File: src/rtl/pic_int_sequencer.sv
// 8-input interrupt sequencer: request capture, priority resolution, two-pulse INTA vector delivery.
// Latency: irr one cycle after an IR edge, int_out one cycle after eligibility, vec_oe one cycle after 2nd INTA fall.
// Backpressure: none; the CPU paces the acknowledge through inta_n, and the block waits indefinitely in PEND/GAP.
module pic_int_sequencer (
  input  logic       clk,
  input  logic       rst,
  input  logic [7:0] ir,
  input  logic [7:0] imr,
  input  logic       ltim,
  input  logic [4:0] vec_base,
  input  logic       aeoi,
  input  logic       inta_n,
  input  logic       eoi_stb,
  input  logic       eoi_sl,
  input  logic       eoi_rot,
  input  logic [2:0] eoi_lvl,
  output logic       int_out,
  output logic [7:0] vec_out,
  output logic       vec_oe,
  output logic [7:0] irr,
  output logic [7:0] isr
);

  typedef enum logic [2:0] {
    IDLE = 3'd0,
    PEND = 3'd1,
    ACK1 = 3'd2,
    GAP  = 3'd3,
    ACK2 = 3'd4
  } state_t;

  state_t     state;
  logic [7:0] ir_q;     // edge-detect history of the request lines
  logic       inta_q;   // previous sampled inta_n
  logic [2:0] lp;       // lowest-priority level; lp+1 is the highest
  logic [2:0] level;    // level captured at the first acknowledge
  logic       spur;     // first acknowledge found no candidate

  // Scan from the highest-priority level downward; returns {found, level}.
  function automatic logic [3:0] find_top(input logic [7:0] v, input logic [2:0] p);
    logic [3:0] r;
    logic [2:0] l;
    r = 4'd0;
    for (int k = 0; k < 8; k++) begin
      l = p + 3'd1 + 3'(k);
      if (v[l] && !r[3]) r = {1'b1, l};
    end
    return r;
  endfunction

  // Priority rank of a level: 0 is highest, 7 is lowest.
  function automatic logic [2:0] rank(input logic [2:0] l, input logic [2:0] p);
    return l - p - 3'd1;
  endfunction

  logic [3:0] cand;
  logic [3:0] isr_top;
  logic       elig;
  logic       inta_fall;
  logic       inta_rise;
  logic       ack1_take;
  logic [7:0] isr_set;
  logic [7:0] isr_clr;
  logic [7:0] irr_clr;
  logic [7:0] irr_nxt;
  logic [2:0] lp_nxt;

  // Candidate selection, eligibility against in-service, and register update terms.
  always_comb begin
    cand      = find_top(irr & ~imr, lp);
    isr_top   = find_top(isr, lp);
    elig      = cand[3] && (!isr_top[3] || (rank(cand[2:0], lp) < rank(isr_top[2:0], lp)));
    inta_fall = inta_q & ~inta_n;
    inta_rise = ~inta_q & inta_n;
    ack1_take = (state == PEND) && inta_fall && elig;

    isr_set = 8'd0;
    if (ack1_take) isr_set = 8'd1 << cand[2:0];

    isr_clr = 8'd0;
    if (eoi_stb) begin
      if (eoi_sl) isr_clr = 8'd1 << eoi_lvl;
      else if (isr_top[3]) isr_clr = 8'd1 << isr_top[2:0];
    end
    if ((state == ACK2) && inta_rise && aeoi && !spur) isr_clr = isr_clr | (8'd1 << level);

    // Level mode mirrors the lines; edge mode latches rising edges until acknowledged.
    irr_clr = (!ltim && ack1_take) ? isr_set : 8'd0;
    if (ltim) irr_nxt = ir;
    else      irr_nxt = (irr & ~irr_clr) | (ir & ~ir_q);

    lp_nxt = lp;
    if (eoi_stb && eoi_rot) begin
      if (eoi_sl)          lp_nxt = eoi_lvl;
      else if (isr_top[3]) lp_nxt = isr_top[2:0];
    end
  end

  // Request, in-service and priority-pointer registers; a set from the first acknowledge beats a same-cycle clear.
  always_ff @(posedge clk or posedge rst) begin
    if (rst) begin
      irr    <= 8'd0;
      isr    <= 8'd0;
      lp     <= 3'd7;
      ir_q   <= 8'd0;
      inta_q <= 1'b1;
    end else begin
      irr    <= irr_nxt;
      isr    <= (isr & ~isr_clr) | isr_set;
      lp     <= lp_nxt;
      ir_q   <= ir;
      inta_q <= inta_n;
    end
  end

  // Acknowledge sequencer with registered int_out / vec_oe / vec_out.
  always_ff @(posedge clk or posedge rst) begin
    if (rst) begin
      state   <= IDLE;
      int_out <= 1'b0;
      vec_oe  <= 1'b0;
      vec_out <= 8'd0;
      level   <= 3'd0;
      spur    <= 1'b0;
    end else begin
      case (state)
        IDLE: begin
          if (elig) begin
            state   <= PEND;
            int_out <= 1'b1;
          end
        end
        PEND: begin
          if (inta_fall) begin
            state <= ACK1;
            level <= elig ? cand[2:0] : 3'd7;
            spur  <= !elig;
          end
        end
        ACK1: begin
          if (inta_rise) state <= GAP;
        end
        GAP: begin
          if (inta_fall) begin
            state   <= ACK2;
            vec_oe  <= 1'b1;
            vec_out <= {vec_base, level};
          end
        end
        ACK2: begin
          if (inta_rise) begin
            state   <= IDLE;
            int_out <= 1'b0;
            vec_oe  <= 1'b0;
            vec_out <= 8'd0;
          end else begin
            vec_out <= {vec_base, level};
          end
        end
        default: begin
          state   <= IDLE;
          int_out <= 1'b0;
          vec_oe  <= 1'b0;
          vec_out <= 8'd0;
        end
      endcase
    end
  end

endmodule
File: config.mk
export PLATFORM = sky130hd
export DESIGN_NAME = pic_int_sequencer
export DESIGN_NICKNAME = d
export VERILOG_FILES = /design/src/rtl/pic_int_sequencer.sv
export SDC_FILE = /design/constraint.sdc
export NUM_CORES = 1
export LEC_CHECK = 0
export CAP_MARGIN = 0
export CELL_PAD_IN_SITES_DETAIL_PLACEMENT = 0
export CELL_PAD_IN_SITES_GLOBAL_PLACEMENT = 2
export CORE_UTILIZATION = 37
export DETAILED_ROUTE_END_ITERATION = 6
export PLACE_DENSITY = 0.94
export SYNTH_ARGS = -nofsm -noshare
export SYNTH_HDL_FRONTEND = slang
export SYNTH_SLANG_ARGS = --single-unit
File: constraint.sdc
create_clock -name clk -period 13.9 [get_ports clk]
set_input_delay 2.78 -clock clk [delete_from_list [all_inputs] [get_ports clk]]
set_output_delay 2.78 -clock clk [all_outputs]
set_load 0.03 [all_outputs]
# After elaboration in Yosys (flattened, before gate mapping)
# Index checks and enable logic that the tools add are counted.
dict set report classes {
  addsub 12
  order_cmp 9
  eq_ne 9
  shifts 4
  mux 72
  bitwise 17
  n_reduce_logical 51
}
# cell n
set op_table {}
lappend op_table {{$mux W8} 9}
lappend op_table {{$mux W4} 16}
lappend op_table {{$bmux W1 S3} 16}
lappend op_table {{$and A8 B8 Y8} 4}
lappend op_table {{$lt A3 B4 Y1 const B} 8}
lappend op_table {{$not A8 Y8} 4}
lappend op_table {{$shl A1 B3 Y8 const A} 4}
lappend op_table {{$mux W3} 8}
lappend op_table {{$or A8 B8 Y8} 3}
lappend op_table {{$pmux W8 S3} 1}
lappend op_table {{$logic_and A1 B1 Y1} 22}
lappend op_table {{$mux W1} 19}
lappend op_table {{$logic_not A1 Y1} 18}
lappend op_table {{$pmux W3 S5} 1}
lappend op_table {{$add A3 B3 Y3 const B} 4}
lappend op_table {{$ne A2 B2 Y1 const B} 5}
lappend op_table {{$add A3 B1 Y3 const B} 2}
lappend op_table {{$add A3 B2 Y3 const B} 2}
lappend op_table {{$eq A3 B2 Y1 const B} 2}
lappend op_table {{$pmux W1 S3} 2}
lappend op_table {{$reduce_and A2 Y1} 3}
lappend op_table {{$reduce_and A3 Y1} 2}
lappend op_table {{$reduce_or A3 Y1} 2}
lappend op_table {{$sub A3 B1 Y3 const B} 2}
lappend op_table {{other kinds (10)} 15}
dict set report totals {
  regBits 45
  in_bits 32
  output_inout_bits 26
  word_cells 185
}

# Depth between registers and ports, before layout
dict set report depth {
  ltp_word 38
  mapped_depth 23
  ltp_nobuf 20
}

# Least setup slack after synthesis
# No wires, ideal clock.
dict set report synth_timing {
  path_type {input port to flip-flop}
  start {input imr[6]}
  end {register irr[2]}
  setup_time_ps 122
  arrival_time_ps 6575
  required_time_ps 13778
  slack_ps 7203
  cell_stages 18
  n_path_buf 2
  path_cell_list {nor2b_1 > mux4_2 > mux2_2 > or4_1 > a21oi_1 > o21ai_0 > o211ai_1 > buf_4 > fa_1 > ha_1 > a21o_1 > a21oi_1 > a31oi_1 > a21oi_1 > and2_1 > buf_2 > nand4_1 > a32o_1}
}
dict set report synth_via {
  elab_chain_cells 38
  elab_cells_between_ends 54
  classes_between {add/sub: 2; order compare: 1; shift: 1; mux: 27; bitwise: 5; reduce/logical: 18}
}
# item line_no
set synth_lines {}
lappend synth_lines {{start, declared} 8} ;# input logic [7:0] imr,
lappend synth_lines {{$not A8 Y8 (*)} 70} ;# cand = find_top(irr & ~imr, lp);
lappend synth_lines {{$and A8 B8 Y8 (*)} 70}
lappend synth_lines {{$bmux W1 S3} 46} ;# if (v[l] && !r[3]) r = {1'b1, l};
lappend synth_lines {{$mux W1 (implied by the code)} 46}
lappend synth_lines {{$mux W4} 46}
lappend synth_lines {{$logic_not A1 Y1} 46}
lappend synth_lines {{$logic_and A1 B1 Y1} 46}
lappend synth_lines {{$mux W4} 46}
lappend synth_lines {{(+23 left out)} -}
lappend synth_lines {{$logic_and A1 B1 Y1} 75} ;# ack1_take = (state == PEND) && inta_fall && elig;
lappend synth_lines {{$mux W8 or $logic_and A1 B1 Y1 (tied branches)} {78, 88}}
lappend synth_lines {{$mux W8 (*)} 88} ;# irr_clr = (!ltim && ack1_take) ? isr_set : 8'd0;
lappend synth_lines {{$not A8 Y8 (*)} 90} ;# else irr_nxt = (irr & ~irr_clr) | (ir & ~ir_q);
lappend synth_lines {{$and A8 B8 Y8 (*)} 90}
lappend synth_lines {{$or A8 B8 Y8 (*)} 90}
lappend synth_lines {{$mux W8 (*)} 89} ;# if (ltim) irr_nxt = ir;
lappend synth_lines {{named net irr_nxt[2]} 65} ;# logic [7:0] irr_nxt;
lappend synth_lines {{end signal, assigned} 108} ;# irr <= irr_nxt;
lappend synth_lines {{end, declared} 20} ;# output logic [7:0] irr,
# The timed path passes the listed nets; every way through them passes the cells marked *. The select of a mux whose other input is x is not followed.
# A chain may end at the register's enable or synchronous reset.

# Worst setup path in the final report
dict set report layout_timing {
  start {input imr[4]}
  end {register irr[3]}
}
# Same word-level chain as after synthesis.

==> results.cfg <==
[run_status]
status = finished, final reports clean

[floorplan]
boundaryPins = 58
initial_core_util_pct = 38.4
die_w_um = 109
core_area_mm2 = 0.0109
rows = 38
die-area_mm2 = 0.0118
fp.dieH_um = 109

[worst_setup_path]
worstSetupEndpointType = flop
worst-path-buf-inv = 1
cp_max_fo = 12
crit_top_cell = a21oi_1
critPathKind = in -> reg
cp.depth = 17
cp.required_ns = 14.07
cp.arrival_ns = 8.02
crit_slowest_cell = fa_1
cp_top_family = compound AO/OA/AOI/OAI gates
worstPathCellList = clkdlybuf4s50_1, nor2b_1, mux2i_1, mux4_2, or4_1, a21oi_1, o21ai_0, o211ai_1, fa_1, ha_1, a21o_1, a21oi_1, a31oi_1, a21oi_1, and2_1, nand4_1, a32o_1
r2r_cells = 22
critPathMaxStageDelay_ns = 0.57
cp-start-kind = input port

[timing]
tightest_slew_ns = 1.05
rsz0062_at_grt = false
fin_crit_sh_pct = 56.5
fmax_ghz = 0.127
setup_viol = 0
fin_setup_tns_ns = 0
slew_headroom_pct = 29.9
layout_min_cycle_time_ns = 7.85
setup_ws_ns = 6.05
hold_violations = 0
finClkSkew_ns = 0.00353
maxSlewViolCount = 0

[grt]
grt_max_degree = 50
grt_usage_pct = 21.7
grt_pass1_wl_mm = 19.9
grt_pass1_vias = 3829
grt_overflow = 0
antenna_found_initial = 0

[finish]
area_growth_pct = 19.7
fill_cells = 1052
layout-drive-gt1-share_pct = 10.9
seq_area_mm2 = 0.00113
final_core_util_pct = 46.0
antenna_cells = 0
nNetsFinal = 553
multi_input_area_mm2 = 0.00286

[clock_network]
clk_latency_ns = 0.28
post_cts_resized = 0
cts_setup_buffers = 0
hold_buffers = 0
root_buffer = clkbuf_16
htree_levels = 2
numCtsBuffers = 5
cts_sinks = 45
clk_pin_slew_ns = 0.06
cts_tree = built
clock_path_buffers = 2

[placement]
numPortBuffers = 57
hpwl_mm = 9.18
pre_cts_ws_ns = 5.81
gp_congestion = 0.868

[detailed_routing]
dr.first_iter.drc_count = 281
wl_per_cell_um = 18.9
vias = 3988
drc_errors = 0
wirelength_mm = 12.3
via_per_inst = 6.10
antenna_left = 0
firstDrtPassIters = 4

[yosys]
synth_commonest_cells = 41 x dfrtp_1, 39 x nand2_1, 34 x nor2_1
ys_seq_area_share_pct = 26.9
yosys_warnings = 0
syn_inst = 470
ys_types = 71
yosysMostFrequentCell = dfrtp_1
synth_top_cell_area_share_pct = 24.4
syn_avg_cell_area_um2 = 8.93
yosysTopAreaCell = dfrtp_1
synth_edf_count = 0
syn_nets = 510
synthTopCellsByArea = dfrtp_1 24%, mux4_2 8.6%, mux2i_1 7.6%
async_reset_ff_share_pct = 100
synth_area_mm2 = 0.00420
ys_seq_elements = 45
ys.flop_type = dfrtp_1

[hold_path]
hold_path.class = reg -> reg
min_path_cells = 1

[job]
cap_violations = 0
-- cell usage in the layout (no fill, tap or decap), drive strengths merged, types with 14 or more instances in the layout --
cell type and n:
nand2 39, dfrtp 41, o21ai 27, nor2b 14, a21oi 19, mux2 14, nor2 34, inv 20
nand2b 16, mux4 16, mux2i 32, nor3 18, clkdlybuf4s50 57
-- worst register-to-register path, cell delays in order (launching register included) --
cell and delay (ns):
dfstp_2 0.51, buf_4 0.46, inv_2 0.41, ha_1 0.85
buf_4 0.49, mux2i_1 0.55, mux4_2 0.36, nand2_1 0.06
a21o_1 0.21, mux2i_1 0.17, a31o_2 0.26, inv_1 0.12
ha_1 0.21, fa_1 0.49, inv_1 0.04, ha_1 0.26
a21o_1 0.15, a21oi_1 0.16, a31oi_1 0.07, a21oi_1 0.36
and2_1 0.36, nand4_1 0.17, a32o_1 0.33
-- sequential cells by signal (all words and copies together), names as in the netlist, 3 cells and up --
register	cells
ir_q	8
irr	8
isr	8
vec_out	8
level	3
lp	3
state	3
-- per-layer routing --
| layer | vias to the layer above | wire length [um] | global-route usage, % |
|---|---|---|---|
| li1 | 1872 | - | - |
| met1 | 1937 | 5540 | 29.9 |
| met2 | 160 | 5910 | 36.2 |
| met3 | 19 | 742 | 2.89 |
| met4 | 0 | 156 | 4.73 |
| met5 | - | 0 | 0 |
-- final cells by class --
| class | count | area share, % |
|---|---|---|
| inverters | 21 | 1.57 |
| well taps | 140 | 3.49 |
| clock inverters | 1 | 0.597 |
| multi-input cells | 378 | 56.9 |
| flip-flops and latches | 45 | 22.5 |
| clock buffers | 7 | 2.84 |
| repair buffers | 62 | 12.1 |
-- per-stage QoR --
stage / hold WS, ns / cells / cell area, um^2
4_1_cts: 0.483 / 654 / 5030
3_3_place_gp: 0.467 / 646 / 4850
2_1_floorplan: 0.468 / 470 / 4200
6_report: 0.479 / 654 / 5030
3_5_place_dp: 0.471 / 646 / 4850
5_1_grt: 0.500 / 654 / 5030
-- cells by family after synthesis --
group	after synthesis	synth area share, %
AO/OA/AOI/OAI	125	21.2
XOR/XNOR	8	2.44
adder cells (fa/ha/maj)	8	2.74
AND/OR/NAND/NOR	175	21.8
flip-flops	45	26.9
multiplexers	62	20.0
buffers and inverters	47	4.95
-- path summary, 6_finish.rpt --
| check | startpoint | to | slack (ns) |
|---|---|---|---|
| worst max-delay path | imr[4] | irr[3] | 6.05 |
| worst min-delay path | vec_oe | vec_oe | 0.48 |
| worst max register to register | lp[0] | irr[3] | 6.75 |
| worst min register to register | vec_oe | vec_oe | 0.48 |
| max in group asynchronous | rst | lp[2] | 10.56 |
| min in group asynchronous | rst | ir_q[4] | 2.95 |
Power is not shown: default switching activity piles up to over one toggle a cycle in this logic, so the estimate is an artifact.
